## src/rtl/idu_stage.sv

```systemverilog
// Instruction decode stage: DEPTH-entry {pc,inst} queue feeding a registered RV32/RV64 decoder.
// Push at edge E0 gives out_valid after E1; in_ready tracks queue space only, out_* hold while out_ready=0.
module idu_stage #(
  parameter int XLEN  = 64,
  parameter int DEPTH = 4,
  parameter int HAS_M = 1
) (
  input  logic                     clk,
  input  logic                     rst_n,
  input  logic                     flush,
  input  logic                     in_valid,
  output logic                     in_ready,
  input  logic [XLEN-1:0]          in_pc,
  input  logic [31:0]              in_inst,
  output logic                     out_valid,
  input  logic                     out_ready,
  output logic [XLEN-1:0]          out_pc,
  output logic [4:0]               out_rd,
  output logic [4:0]               out_rs1,
  output logic [4:0]               out_rs2,
  output logic [XLEN-1:0]          out_imm,
  output logic [2:0]               out_funct3,
  output logic                     out_alt,
  output logic [8:0]               out_class,
  output logic                     out_is_word,
  output logic                     out_is_muldiv,
  output logic                     out_need_imm,
  output logic                     out_reg_wen,
  output logic [3:0]               out_wdt,
  output logic                     out_unsigned,
  output logic [2:0]               out_sys_op,
  output logic                     out_illegal,
  output logic [$clog2(DEPTH):0]   count
);
  localparam int AW = $clog2(DEPTH);
  localparam int CW = AW + 1;

  typedef struct packed {
    logic [XLEN-1:0] pc;
    logic [4:0]      rd;
    logic [4:0]      rs1;
    logic [4:0]      rs2;
    logic [XLEN-1:0] imm;
    logic [2:0]      funct3;
    logic            alt;
    logic [8:0]      cls;
    logic            is_word;
    logic            is_muldiv;
    logic            need_imm;
    logic            reg_wen;
    logic [3:0]      wdt;
    logic            uns;
    logic [2:0]      sys_op;
    logic            illegal;
  } dec_t;

  logic [XLEN-1:0] pc_mem [DEPTH];
  logic [31:0]     inst_mem [DEPTH];
  logic [AW-1:0]   wr_ptr, rd_ptr;
  logic [CW-1:0]   cnt;
  logic            out_vld_q;
  dec_t            out_q, dec;
  logic            push, pop;

  logic [31:0] hi;
  logic [6:0]  opc, f7;
  logic [2:0]  f3;
  logic is_load, is_opimm, is_auipc, is_opimm32, is_store, is_op, is_lui, is_op32;
  logic is_branch, is_jalr, is_jal, is_system, known, bad;

  assign in_ready = (cnt != CW'(DEPTH));
  assign push     = in_valid & in_ready & ~flush;
  assign pop      = (cnt != '0) & (~out_vld_q | out_ready) & ~flush;

  assign hi  = inst_mem[rd_ptr];
  assign opc = hi[6:0];
  assign f3  = hi[14:12];
  assign f7  = hi[31:25];

  assign is_load    = (opc == 7'b0000011);
  assign is_opimm   = (opc == 7'b0010011);
  assign is_auipc   = (opc == 7'b0010111);
  assign is_opimm32 = (opc == 7'b0011011);
  assign is_store   = (opc == 7'b0100011);
  assign is_op      = (opc == 7'b0110011);
  assign is_lui     = (opc == 7'b0110111);
  assign is_op32    = (opc == 7'b0111011);
  assign is_branch  = (opc == 7'b1100011);
  assign is_jalr    = (opc == 7'b1100111);
  assign is_jal     = (opc == 7'b1101111);
  assign is_system  = (opc == 7'b1110011);
  assign known = is_load | is_opimm | is_auipc | is_opimm32 | is_store | is_op | is_lui |
                 is_op32 | is_branch | is_jalr | is_jal | is_system;

  always_comb begin
    bad = (hi[1:0] != 2'b11) || (hi == 32'h0) || !known;
    if (is_op) begin
      if (f7 == 7'b0000001) begin
        if (HAS_M == 0) bad = 1'b1;
      end else if (f7 == 7'b0100000) begin
        if (f3 != 3'b000 && f3 != 3'b101) bad = 1'b1;
      end else if (f7 != 7'b0000000) bad = 1'b1;
    end
    if (is_op32) begin
      if (XLEN == 32) bad = 1'b1;
      if (f7 == 7'b0000001) begin
        if (HAS_M == 0 || f3 inside {3'b001, 3'b010, 3'b011}) bad = 1'b1;
      end else if (f7 == 7'b0100000) begin
        if (f3 != 3'b000 && f3 != 3'b101) bad = 1'b1;
      end else if (f7 == 7'b0000000) begin
        if (!(f3 inside {3'b000, 3'b001, 3'b101})) bad = 1'b1;
      end else bad = 1'b1;
    end
    // slli needs a clear upper field; srai may carry the arithmetic bit
    if (is_opimm && f3[1:0] == 2'b01) begin
      if (hi[31:26] != 6'b000000 && !(f3 == 3'b101 && hi[31:26] == 6'b010000)) bad = 1'b1;
      if (XLEN == 32 && hi[25]) bad = 1'b1;
    end
    if (is_opimm32) begin
      if (XLEN == 32) bad = 1'b1;
      case (f3)
        3'b000:  ;
        3'b001:  if (f7 != 7'b0000000) bad = 1'b1;
        3'b101:  if (f7 != 7'b0000000 && f7 != 7'b0100000) bad = 1'b1;
        default: bad = 1'b1;
      endcase
    end
    if (is_load) begin
      if (f3 == 3'b111) bad = 1'b1;
      if (XLEN == 32 && (f3 == 3'b011 || f3 == 3'b110)) bad = 1'b1;
    end
    if (is_store && (f3[2] || (XLEN == 32 && f3 == 3'b011))) bad = 1'b1;
    if (is_branch && f3[2:1] == 2'b01) bad = 1'b1;
    if (is_system) begin
      if (f3 == 3'b100) bad = 1'b1;
      if (f3 == 3'b000 && hi != 32'h00000073 && hi != 32'h00100073 && hi != 32'h30200073)
        bad = 1'b1;
    end
  end

  always_comb begin
    dec        = '0;
    dec.pc     = pc_mem[rd_ptr];
    dec.rd     = hi[11:7];
    dec.rs1    = hi[19:15];
    dec.rs2    = hi[24:20];
    dec.funct3 = f3;
    dec.alt    = hi[30];
    dec.uns    = is_load & f3[2];
    dec.illegal = bad;
    if (is_lui || is_auipc)        dec.imm = XLEN'($signed({hi[31:12], 12'b0}));
    else if (is_jal)               dec.imm = XLEN'($signed({hi[31], hi[19:12], hi[20], hi[30:21], 1'b0}));
    else if (is_branch)            dec.imm = XLEN'($signed({hi[31], hi[7], hi[30:25], hi[11:8], 1'b0}));
    else if (is_store)             dec.imm = XLEN'($signed({hi[31:25], hi[11:7]}));
    else if (is_system && f3[2])   dec.imm = XLEN'(hi[19:15]);
    else if (is_op || is_op32)     dec.imm = '0;
    else                           dec.imm = XLEN'($signed(hi[31:20]));
    dec.need_imm = is_opimm | is_opimm32 | is_lui | is_auipc | is_jal | is_jalr | is_load | is_store;
    if (!bad) begin
      dec.cls       = {is_store, is_load, is_branch, is_jalr, is_jal, is_auipc, is_lui, is_op, is_opimm};
      dec.is_word   = is_opimm32 | is_op32;
      dec.is_muldiv = (is_op | is_op32) & (f7 == 7'b0000001);
      dec.reg_wen   = is_opimm | is_op | is_opimm32 | is_op32 | is_lui | is_auipc | is_jal |
                      is_jalr | is_load | (is_system & (f3 != 3'b000));
      dec.wdt       = (is_load | is_store) ? (4'b0001 << f3[1:0]) : 4'b0000;
      if (is_system) begin
        if (f3 != 3'b000)           dec.sys_op = 3'd4;
        else if (hi == 32'h00000073) dec.sys_op = 3'd1;
        else if (hi == 32'h00100073) dec.sys_op = 3'd2;
        else                         dec.sys_op = 3'd3;
      end
    end
  end

  // Queue storage carries no reset; occupancy alone decides what is valid
  always_ff @(posedge clk) begin
    if (push) begin
      pc_mem[wr_ptr]   <= in_pc;
      inst_mem[wr_ptr] <= in_inst;
    end
  end

  always_ff @(posedge clk or negedge rst_n) begin
    if (!rst_n) begin
      wr_ptr    <= '0;
      rd_ptr    <= '0;
      cnt       <= '0;
      out_vld_q <= 1'b0;
      out_q     <= '0;
    end else if (flush) begin
      wr_ptr    <= '0;
      rd_ptr    <= '0;
      cnt       <= '0;
      out_vld_q <= 1'b0;
    end else begin
      if (push) wr_ptr <= wr_ptr + AW'(1);
      if (pop)  rd_ptr <= rd_ptr + AW'(1);
      cnt <= cnt + CW'(push) - CW'(pop);
      if (pop) begin
        out_q     <= dec;
        out_vld_q <= 1'b1;
      end else if (out_ready) begin
        out_vld_q <= 1'b0;
      end
    end
  end

  assign out_valid     = out_vld_q;
  assign out_pc        = out_q.pc;
  assign out_rd        = out_q.rd;
  assign out_rs1       = out_q.rs1;
  assign out_rs2       = out_q.rs2;
  assign out_imm       = out_q.imm;
  assign out_funct3    = out_q.funct3;
  assign out_alt       = out_q.alt;
  assign out_class     = out_q.cls;
  assign out_is_word   = out_q.is_word;
  assign out_is_muldiv = out_q.is_muldiv;
  assign out_need_imm  = out_q.need_imm;
  assign out_reg_wen   = out_q.reg_wen;
  assign out_wdt       = out_q.wdt;
  assign out_unsigned  = out_q.uns;
  assign out_sys_op    = out_q.sys_op;
  assign out_illegal   = out_q.illegal;
  assign count         = cnt;
endmodule
```

## config.mk

```make
export PLATFORM = sky130hd
export DESIGN_NAME = idu_stage
export DESIGN_NICKNAME = d
export VERILOG_FILES = /design/src/rtl/idu_stage.sv
export SDC_FILE = /design/constraint.sdc
export NUM_CORES = 1
export LEC_CHECK = 0
export BUFFER_PORTS_ARGS = -buffer_cell sky130_fd_sc_hd__buf_2
export CORE_AREA = 2 2 188 190
export CTS_CLUSTER_SIZE = 16
export DETAILED_ROUTE_END_ITERATION = 8
export DIE_AREA = 0 0 190 192
export PLACE_DENSITY = 0.82
export SLEW_MARGIN = 20
export SYNTH_ARGS = -nofsm -noshare
export SYNTH_HDL_FRONTEND = slang
export SYNTH_SLANG_ARGS = --single-unit
```

## constraint.sdc

```tcl
create_clock -name clk -period 7.35 [get_ports clk]
set_input_delay 2.205 -clock clk [delete_from_list [all_inputs] [get_ports clk]]
set_output_delay 2.205 -clock clk [all_outputs]
set_load 0.01 [all_outputs]
```

==> flow_summary.json, run 1 <==
{
  "synth_fa_ha_area_frac": 0.004665,
  "grt_max_degree": 93,
  "synthXorXnorAreaFrac": 0.003007,
  "layout.cells.non_filler": 1982,
  "dp.cells": 1879,
  "vias": 11469,
  "grt_first_pass_wirelength_um": 66340,
  "overflow": 0,
  "synth_simple_gate_area_frac": 0.07868,
  "drc": 0,
  "yosys_warnings": 0,
  "crit_path_start": "rd_ptr[0]",
  "yosys.cell_types.count": 54,
  "post_synth.cell_area_avg_um2": 16.60,
  "internal_power_uw": 6133,
  "hold_slack_ns": 0.4682,
  "crit_required_ns": 7.81,
  "startpoint_type": "flip-flop",
  "die_y_um": 192,
  "fin_area_um2": 23650,
  "synth_compound_area_frac": 0.03204,
  "cts.repair.resized": 0,
  "status": "completed",
  "power-per-cell-area_nw_per_um2": 375.2,
  "max_freq_mhz": 228.1,
  "p_comb_frac": 0.261,
  "setup_violations": 0,
  "die_w_um": 190,
  "crit_end": "out_wdt[0]",
  "cp_top_family": "simple AND/OR/NAND/NOR gates",
  "core_um2": 34290,
  "seqPwrFrac": 0.449,
  "root_buffer": "clkbuf_16",
  "ir_drop_mv": 0.2783,
  "areaGrowthSynthToFinish_pct": 16.01,
  "timing.final.crit_share": 0.5964,
  "hold_path_class": "reg -> reg",
  "drt_iter0_markers": 1038,
  "fillers": 2207,
  "swShare": 0.3088,
  "cp_slowest_stage_delay_ns": 0.85,
  "cts_tree": "done",
  "preCtsSetupSlack_ns": 2.790,
  "crit_path_top_delay_cell": "nor4_1",
  "async_reset_ff_frac": 0.2741,
  "hpwl_um": 26100,
  "die_area_um2": 36480,
  "cp.depth": 8,
  "yosysSeqAreaShare": 0.7436,
  "power_switching_uw": 2741,
  "synth_top_family_by_area": "multiplexers",
  "path_max_fanout": 45,
  "postCtsHoldBufs": 0,
  "synth_nets": 1336,
  "row_count": 68,
  "reg2reg_slack_ns": 2.97,
  "cts_htree_levels": 2,
  "r2r_start": "rd_ptr[0]",
  "first_global_vias": 11654,
  "clkSinkCount": 529,
  "relSlewSlack": 0.2508,
  "io_buffers": 274,
  "fin_nets": 1584,
  "cp.arrival_ns": 4.85,
  "synth_edf_count": 384,
  "grt_usage": 0.2440,
  "drive_gt1_frac": 0.3123,
  "critical_path_class": "reg -> reg",
  "muxShareOfSynthArea": 0.1107,
  "ant_nets": 0,
  "cap_violations": 0,
  "syn_area_um2": 20390,
  "rsz0062_at_grt": "false",
  "placed_area_um2": 21970,
  "clock_path_buffers": 3,
  "cp.buffers_inverters": 1,
  "leakagePower_uw": 0.009271,
  "clock-skew-final_ns": 0.01582,
  "cts_made_buffers": 50,
  "regArea_um2": 15170,
  "clk_pin_slew_ns": 0.06,
  "r2r_end": "out_wdt[0]",
  "crit_chain": "buf_4 -> mux4_2 -> or2_1 -> nor4_1 -> a311o_1 -> nor3_1 -> and3_1 -> a32o_1",
  "cts_setup_buffers": 0,
  "first_pass_iters": 5,
  "reg2reg_depth": 8,
  "clock_latency_ns": 0.58,
  "slew_viol_final": 0,
  "finalHoldViolations": 0,
  "synthCells": 1228,
  "synth_seq_cells": 529,
  "initial_core_util": 0.5945,
  "wl_per_cell_um": 22.03,
  "worst_pin_slew_ns": 1.114,
  "io_pins": 275,
  "end_kind": "flip-flop",
  "multi_input_area_um2": 4697,
  "p_clk_frac": 0.290,
  "fin_ws_ns": 2.967,
  "min_period_ns": 4.383,
  "ys.flop_type": "edfxtp_1",
  "final.setup.tns_ns": 0,
  "via_per_inst": 5.787,
  "globalplace.congestion": 0.8876,
  "grt_antenna_before_repair": 13,
  "routed_wl_um": 43660
}
how the worst min path moves through the flow:
| stage | endpoint | depth (start not counted) | slack, ns | from |
|---|---|---|---|---|
| after global placement | out_pc[27] | 2 | 0.45 | out_pc[27] |
| after global routing | out_pc[57] | 2 | 0.49 | out_pc[57] |
| after CTS | out_pc[50] | 2 | 0.47 | out_pc[50] |
| final | out_pc[7] | 2 | 0.47 | out_pc[7] |
| after floorplan | out_unsigned | 2 | 0.51 | out_unsigned |
| after detailed placement | out_pc[50] | 2 | 0.46 | out_pc[50] |
power by group through the flow:
| stage | clock, uW | sequential (uW) | combinational (uW) |
|---|---|---|---|
| 6_report | 2570 | 3980 | 2320 |
| 5_1_grt | 2720 | 4030 | 2550 |
| 4_1_cts | 2610 | 3990 | 2350 |
| 3_5_place_dp | 0 | 4030 | 2320 |
| 3_3_place_gp | 0 | 4020 | 2260 |
| 2_1_floorplan | 0 | 4090 | 1480 |
cell families (layout without fill, tap and decap cells):
group                      Yosys count  after routing
xor gates and xnor gates             7              7
DFF                                529            529
and+or+nand+nor                    380            380
AOI/OAI and AO/OA                   95             95
other                                0              9
adders and majority gates            7              7
muxes                              105            105
buffers and inverters              105            395
layout make-up:
type / count / area share
Antenna cell: 9 / 0.0009523
Clock buffer: 70 / 0.06121
Sequential cell: 529 / 0.6413
Tap cell: 455 / 0.02407
Inverter: 13 / 0.002116
Multi-Input combinational cell: 594 / 0.1986
Clock inverter: 24 / 0.009047
Timing Repair Buffer: 288 / 0.06269
metrics by stage:
step	utilization	power, uW
2_1_floorplan	-	5574
3_3_place_gp	0.6406	6281
3_5_place_dp	0.6406	6357
4_1_cts	0.6891	8948
5_1_grt	0.6896	9305
6_report	0.6898	8874
flip-flops by register name, summed over array words and instances (netlist names), 3 cells and up:
| register | cells |
|---|---|
| count | 3 |
| inst_mem | 128 |
| out_class | 9 |
| out_funct3 | 3 |
| out_imm | 32 |
| out_pc | 64 |
| out_rd | 5 |
| out_rs1 | 5 |
| out_rs2 | 5 |
| out_sys_op | 3 |
| out_wdt | 4 |
| pc_mem | 256 |
tightest hold or removal path: cells and delay by family, from the launching register on:
kind / cells / cell delay, ns
flops: 1 / 0.34
simple gates: 2 / 0.10
cell usage after synthesis, types with 2 or more instances:
library cell,n,area (um2)
a2111oi_0,3,26.28
a211oi_1,4,30.03
a21oi_1,20,100.1
a221o_1,4,40.04
a22o_1,14,122.6
a22oi_1,5,37.54
a31oi_1,2,12.51
a32o_1,8,80.08
and2_1,10,62.56
buf_1,12,45.04
buf_2,9,45.04
buf_4,33,247.7
buf_6,2,22.52
clkbuf_1,35,131.4
dfrtp_1,145,3628
edfxtp_1,384,11530
ha_1,6,75.07
inv_1,12,45.04
mux2i_1,8,80.08
mux4_2,95,2140
nand2_1,290,1089
nand2b_1,5,31.28
nand3_1,4,20.02
nand4_1,2,12.51
nor2_1,25,93.84
nor2b_1,5,31.28
nor3_1,16,80.08
nor4_1,8,50.05
nor4_2,3,37.54
o21ai_0,21,105.1
o21ai_1,6,30.03
o31ai_1,3,22.52
or3_1,3,18.77
xnor2_1,4,35.03
xor2_1,3,26.28
metal layers:
metal | GRT usage | wire length (um)
met5 | 0 | 45
met4 | 0.09928 | 1190
met3 | 0.04678 | 3177
met2 | 0.4204 | 22680
met1 | 0.3082 | 16570
placed cells by master (no fill, tap or decap), drive strengths merged, types with 3 or more instances in the layout:
cell type  netlist  final
a22oi            5      5
mux4            96     96
a22o            14     14
o31ai            3      3
a2111oi          3      3
nor4            11     11
bufinv           0      4
a221o            4      4
xnor2            4      4
nor2b            5      5
nor3            16     16
a211oi           4      4
a21oi           20     20
buf             57    288
clkinv           0     20
nor2            25     25
or3              3      3
dfrtp          145    145
edfxtp         384    384
a32o             8      8
xor2             3      3
o21ai           27     27
nand3            4      4
clkbuf          35     70
nand2          290    290
and2            10     10
mux2i            8      8
ha               6      6
inv             13     12
nand2b           5      5
diode            0      9
(Power assumes the default switching activity.)
==> run 2, diff against run 1 <==
Settings changed: CORE_AREA 2 2 188 190 to 2 2 193 195, DIE_AREA 0 0 190 192 to 0 0 195 197, PLACE_DENSITY 0.82 to 0.78.
Clock period 7.35 ns to 4.5 ns, I/O delays scaled along.
==> run 2 against run 1 <==
Compared with the run above: sequential cell count unchanged; clock-buffer cell count up 3; routed wire length up 0.55%; critical path depth down 1; non-clock buffer count up 14; first-iteration DRC count down 18%; clock skew up 0.0032 ns; setup slack worse by 2.1 ns; cell area up 0.84%; via count down 0.17%; sequential power up 63%; largest cell class unchanged; largest power group unchanged; highest routed layer unchanged.
==> flow_summary.json, run 2 (synthesis results as in run 1) <==
{
  "status": "completed",
  "whs_endpoint": "out_pc[22]",
  "clkSinkCount": 529,
  "initial_core_util": 0.5622,
  "cts_htree_levels": 2,
  "die_y_um": 197,
  "io_pins": 275,
  "p_comb_frac": 0.262,
  "hpwl_um": 28160,
  "drive_gt1_frac": 0.3162,
  "ir_drop_mv": 0.3876,
  "core_um2": 36260,
  "power-per-cell-area_nw_per_um2": 608.6,
  "worst_pin_slew_ns": 0.9373,
  "root_buffer": "clkbuf_16",
  "cap_violations": 0,
  "largest_register_ffs": 256,
  "postCtsHoldBufs": 0,
  "hold_start": "out_pc[22]",
  "areaGrowthSynthToFinish_pct": 16.98,
  "wl_per_cell_um": 21.83,
  "final_cell_mix": "edfxtp_1 (384), nand2_1 (290), buf_2 (273), dfrtp_1 (143), mux4_2 (95)",
  "preCtsSetupSlack_ns": 0.8884,
  "cts_tree": "done",
  "via_per_inst": 5.693,
  "cts.repair.resized": 0,
  "regArea_um2": 15170,
  "clock_latency_ns": 0.58,
  "grt_usage": 0.2319,
  "row_count": 70,
  "final.setup.tns_ns": 0,
  "globalplace.congestion": 0.8891,
  "relSlewSlack": 0.3751,
  "path_max_fanout": 28,
  "r2r_end": "out_wdt[2]",
  "layout.cells.non_filler": 2011,
  "max_freq_mhz": 277.7,
  "end_kind": "flip-flop",
  "slew_viol_final": 0,
  "io_buffers": 274,
  "multi_input_area_um2": 4697,
  "grt_max_degree": 98,
  "vias": 11449,
  "finalHoldViolations": 0,
  "startpoint_type": "flip-flop",
  "drt_iter0_markers": 847,
  "first_global_vias": 11367,
  "critical_path_class": "reg -> reg",
  "post-route-util": 0.6577,
  "clock-skew-final_ns": 0.01902,
  "clock_path_buffers": 3,
  "reg2reg_slack_ns": 0.90,
  "p_clk_frac": 0.291,
  "cts_made_buffers": 52,
  "reg2reg_depth": 7,
  "die_w_um": 195,
  "ant_nets": 0,
  "die_area_um2": 38420,
  "fin_nets": 1600,
  "seqPwrFrac": 0.447,
  "hold_path_class": "reg -> reg",
  "crit_required_ns": 5.02,
  "drc": 0,
  "overflow": 0,
  "min_period_ns": 3.601,
  "fillers": 2518,
  "cp.arrival_ns": 4.12,
  "rsz0062_at_grt": "false",
  "r2r_start": "rd_ptr[0]",
  "cts_setup_buffers": 0,
  "layout_commonest_cell": "edfxtp_1",
  "leakagePower_uw": 0.009345,
  "grt_antenna_before_repair": 13,
  "swShare": 0.3075,
  "internal_power_uw": 10050,
  "routed_wl_um": 43900,
  "grt_first_pass_wirelength_um": 67160,
  "timing.hold.worst_path_depth": 2,
  "fin_ws_ns": 0.8991,
  "setup_violations": 0,
  "clk_pin_slew_ns": 0.06,
  "timing.final.crit_share": 0.8002,
  "regMostFlops": "pc_mem",
  "power_switching_uw": 4463,
  "dp.cells": 1906,
  "first_pass_iters": 5
}
run 2: cell type report:
type | instances | share of cell area
antenna | 9 | 0.0009444
clock buffer | 73 | 0.05960
clock inverter | 23 | 0.01013
inverter | 13 | 0.002099
multi-input combinational | 594 | 0.1970
sequential | 529 | 0.6360
tap | 468 | 0.02455
timing repair buffer | 302 | 0.06973
run 2: routing by layer:
metal,GRT usage,up-vias,part of all wire
li1,-,5121,-
met1,0.3045,5790,0.40
met2,0.3878,442,0.50
met3,0.04928,86,0.071
met4,0.08482,10,0.025
met5,0,-,0.0014
run 2: critical path: stages, from the launching register on:
cell       delay, ns
dfrtp_4         0.63
buf_4           0.53
mux4_2          0.72
a2111oi_0       0.43
a2111oi_0       0.18
nor3_1          0.20
and3_1          0.55
a32o_1          0.28
run 2: through the flow:
step                      power, uW  instance area, um2  hold WS [ns]
final                         14510               23850        0.4702
after global routing          15240               23840        0.4917
after CTS                     14650               23830        0.4719
after detailed placement      10410               22160        0.4576
after global placement        10300               22160        0.4544
after floorplan                9105               20390        0.5070
run 2: how the worst max path moves through the flow:
stage | start | end | slack [ns] | cells past startpoint
floorplan | flush | inst_mem[0][0] | 0.05 | 3
global placement | rd_ptr[0] | out_wdt[3] | 0.90 | 7
detailed placement | rd_ptr[0] | out_wdt[2] | 0.89 | 7
CTS | rd_ptr[0] | out_wdt[2] | 0.88 | 7
global route | rd_ptr[0] | out_wdt[2] | 0.58 | 7
finish | rd_ptr[0] | out_wdt[2] | 0.90 | 7
run 2: power by group through the flow:
stage | clock network [uW] | logic (uW) | registers [uW]
4_1_cts | 4310 | 3850 | 6490
5_1_grt | 4490 | 4180 | 6570
3_3_place_gp | 0 | 3760 | 6540
2_1_floorplan | 0 | 2420 | 6690
3_5_place_dp | 0 | 3830 | 6570
6_report | 4220 | 3810 | 6480
==> run 3, diff against run 2 <==
Settings changed: ABC_AREA set to 1, CORE_AREA 2 2 193 195 to 2 2 206 208, DIE_AREA 0 0 195 197 to 0 0 208 210, PLACE_DENSITY 0.78 to 0.75.
Clock period 4.5 ns to 3.2 ns, I/O delays scaled along.
==> run 3 against run 2 <==
Compared with the run above: cell area up 4.2%; core utilization down 5.8 points; critical path type unchanged; clock skew down 0.0077 ns; largest cell class unchanged.
==> flow_summary.json, run 3 <==
{
  "status": "completed",
  "grt_first_pass_wirelength_um": 78340,
  "cts_setup_buffers": 0,
  "cts_made_buffers": 52,
  "p_clk_frac": 0.273,
  "globalplace.congestion": 0.9349,
  "power_switching_uw": 7967,
  "fin_area_um2": 24860,
  "hpwl_um": 31350,
  "cts_htree_levels": 2,
  "reg2reg_slack_ns": 0.45,
  "first_global_vias": 14495,
  "io_pins": 275,
  "final_cell_mix": "nand2_1 (550), edfxtp_1 (384), buf_2 (273), o21ai_0 (184), nor2_1 (184)",
  "initial_core_util": 0.5123,
  "rsz0062_at_grt": "false",
  "vias": 14615,
  "reg2reg_depth": 14,
  "seqPwrFrac": 0.408,
  "hold_path_class": "in -> async",
  "cp.arrival_ns": 3.25,
  "cts_tree": "done",
  "grt_usage": 0.2294,
  "cap_violations": 0,
  "drive_gt1_frac": 0.2020,
  "die_y_um": 210,
  "overflow": 0,
  "final.setup.tns_ns": 0,
  "r2r_end": "out_wdt[3]",
  "io_buffers": 274,
  "power-per-cell-area_nw_per_um2": 895.9,
  "relSlewSlack": 0.3944,
  "layout.cells.non_filler": 2697,
  "min_period_ns": 2.753,
  "root_buffer": "clkbuf_16",
  "crit_required_ns": 3.70,
  "clock-skew-final_ns": 0.01130,
  "worst_pin_slew_ns": 0.9083,
  "yosys.cell_types.count": 37,
  "finalHoldViolations": 0,
  "swShare": 0.3578,
  "clkSinkCount": 529,
  "clock_latency_ns": 0.59,
  "yosysSeqAreaShare": 0.7135,
  "end_kind": "flip-flop",
  "p_comb_frac": 0.319,
  "ant_nets": 0,
  "grt_antenna_before_repair": 19,
  "core_um2": 41480,
  "leakagePower_uw": 0.01029,
  "ys.flop_type": "edfxtp_1",
  "timing.final.crit_share": 0.8602,
  "path_max_fanout": 54,
  "max_freq_mhz": 363.3,
  "post-route-util": 0.5992,
  "synth_edf_count": 384,
  "clock_path_buffers": 3,
  "die_area_um2": 43680,
  "critical_path_class": "reg -> reg",
  "async_reset_ff_frac": 0.2741,
  "yosys.area.top_type": "edfxtp_1",
  "placed_area_um2": 23110,
  "setup_violations": 0,
  "largest_register_ffs": 256,
  "yosys_warnings": 0,
  "slew_viol_final": 0,
  "drc": 0,
  "row_count": 75,
  "dp.cells": 2590,
  "synth_area_leaders": "edfxtp_1 (54%), dfrtp_1 (17%), nand2_1 (9.7%)",
  "yosysMostFrequentCell": "nand2_1",
  "synth_seq_cells": 529,
  "syn_area_um2": 21250,
  "routed_wl_um": 50410,
  "regMostFlops": "pc_mem",
  "areaGrowthSynthToFinish_pct": 16.98,
  "fin_nets": 2213,
  "via_per_inst": 5.419,
  "cts.repair.resized": 0,
  "layout_commonest_cell": "nand2_1",
  "first_pass_iters": 6,
  "postCtsHoldBufs": 0,
  "post_synth.cell_area_avg_um2": 11.38,
  "wl_per_cell_um": 18.69,
  "internal_power_uw": 14300,
  "yosys-top-cells-count": "nand2_1 (550), edfxtp_1 (384), nor2_1 (189)",
  "total_power_uw": 22270,
  "die_w_um": 208,
  "drt_iter0_markers": 1203,
  "synth_top_area_frac": 0.5427,
  "synthCells": 1867,
  "r2r_start": "rd_ptr[0]",
  "synth_nets": 1975,
  "grt_max_degree": 122,
  "startpoint_type": "flip-flop",
  "clk_pin_slew_ns": 0.06,
  "ir_drop_mv": 0.6182
}
==> run 3: cell types whose count changed after synthesis, moves of 9 or more <==
| cell | change |
|---|---|
| o22ai_1 | +64 |
| inv_1 | +36 |
| nand3_1 | +80 |
| mux4_2 | -95 |
| o211ai_1 | +9 |
| and2_1 | -10 |
| clkbuf_1 | +28 |
| nand2_2 | +10 |
| o21ai_0 | +163 |
| nor3_1 | -12 |
| nand2_1 | +260 |
| a22o_1 | -14 |
| buf_6 | +9 |
| nor2_1 | +164 |
==> run 3: how the worst max path moves through the flow <==
stage | start | endpoint | depth (start not counted)
finish | rd_ptr[0] | out_wdt[3] | 14
detailed placement | out_ready | out_imm[23] | 12
floorplan | in_valid | inst_mem[0][0] | 4
global placement | out_ready | out_wdt[1] | 11
global route | rd_ptr[1] | out_sys_op[0] | 13
CTS | rd_ptr[0] | out_imm[30] | 13
==> run 3: power by group through the flow <==
stage / registers (uW) / clock network (uW) / logic, uW
2_1_floorplan: 9470 / 0 / 4490
3_3_place_gp: 9200 / 0 / 6930
3_5_place_dp: 9210 / 0 / 7140
4_1_cts: 9090 / 6180 / 7150
5_1_grt: 9200 / 6460 / 7940
6_report: 9090 / 6070 / 7110
==> run 3: worst max-delay path, stage by stage (launching register included) <==
cell and delay (ns):
dfrtp_4 0.51, inv_6 0.32, buf_4 0.33, nand2_1 0.09
nand3_1 0.08, nand2_1 0.14, inv_1 0.14, nand3_1 0.08
nor2_1 0.10, nand2_1 0.06, nand2_1 0.07, nand2_1 0.06
a21oi_2 0.16, nand2_2 0.25, o21ai_0 0.24
==> run 3: cell families (layout without fill, tap and decap cells) <==
family                     Yosys count  after routing  share of synthesized area
other                                0             10                          0
DFF                                529            529                     0.7135
AOI/OAI and AO/OA                  293            293                    0.07761
xor gates and xnor gates             1              1                  0.0004123
and+or+nand+nor                    856            856                     0.1609
adders and majority gates            7              7                   0.004475
buffers and inverters              181            462                    0.04316
==> run 3: final cells by class <==
class / instances / area (um2)
Fill cell: 3224 / 16620
Sequential cell: 529 / 15170
Inverter: 54 / 212.7
Antenna cell: 10 / 25.02
Tap cell: 539 / 674.4
Clock buffer: 75 / 1469
Timing Repair Buffer: 311 / 1851
Clock inverter: 22 / 247.7
Multi-Input combinational cell: 1157 / 5209
==> run 3: through the flow <==
| stage | setup WS (ns) | hold WS [ns] |
|---|---|---|
| after global placement | 0.5295 | 0.4505 |
| after detailed placement | 0.4390 | 0.4547 |
| final | 0.4472 | 0.3584 |
| after floorplan | -1.032 | 0.5086 |
| after global routing | 0.1780 | 0.3752 |
| after CTS | 0.4642 | 0.3531 |
==> run 3: per-layer routing <==
metal  GRT usage  up-vias  wire length (um)
li1            -     6872                 -
met5           0        -                83
met4     0.09733       14              1532
met3     0.05691      112              3995
met1      0.2843     7055             20060
met2      0.3866      562             24750
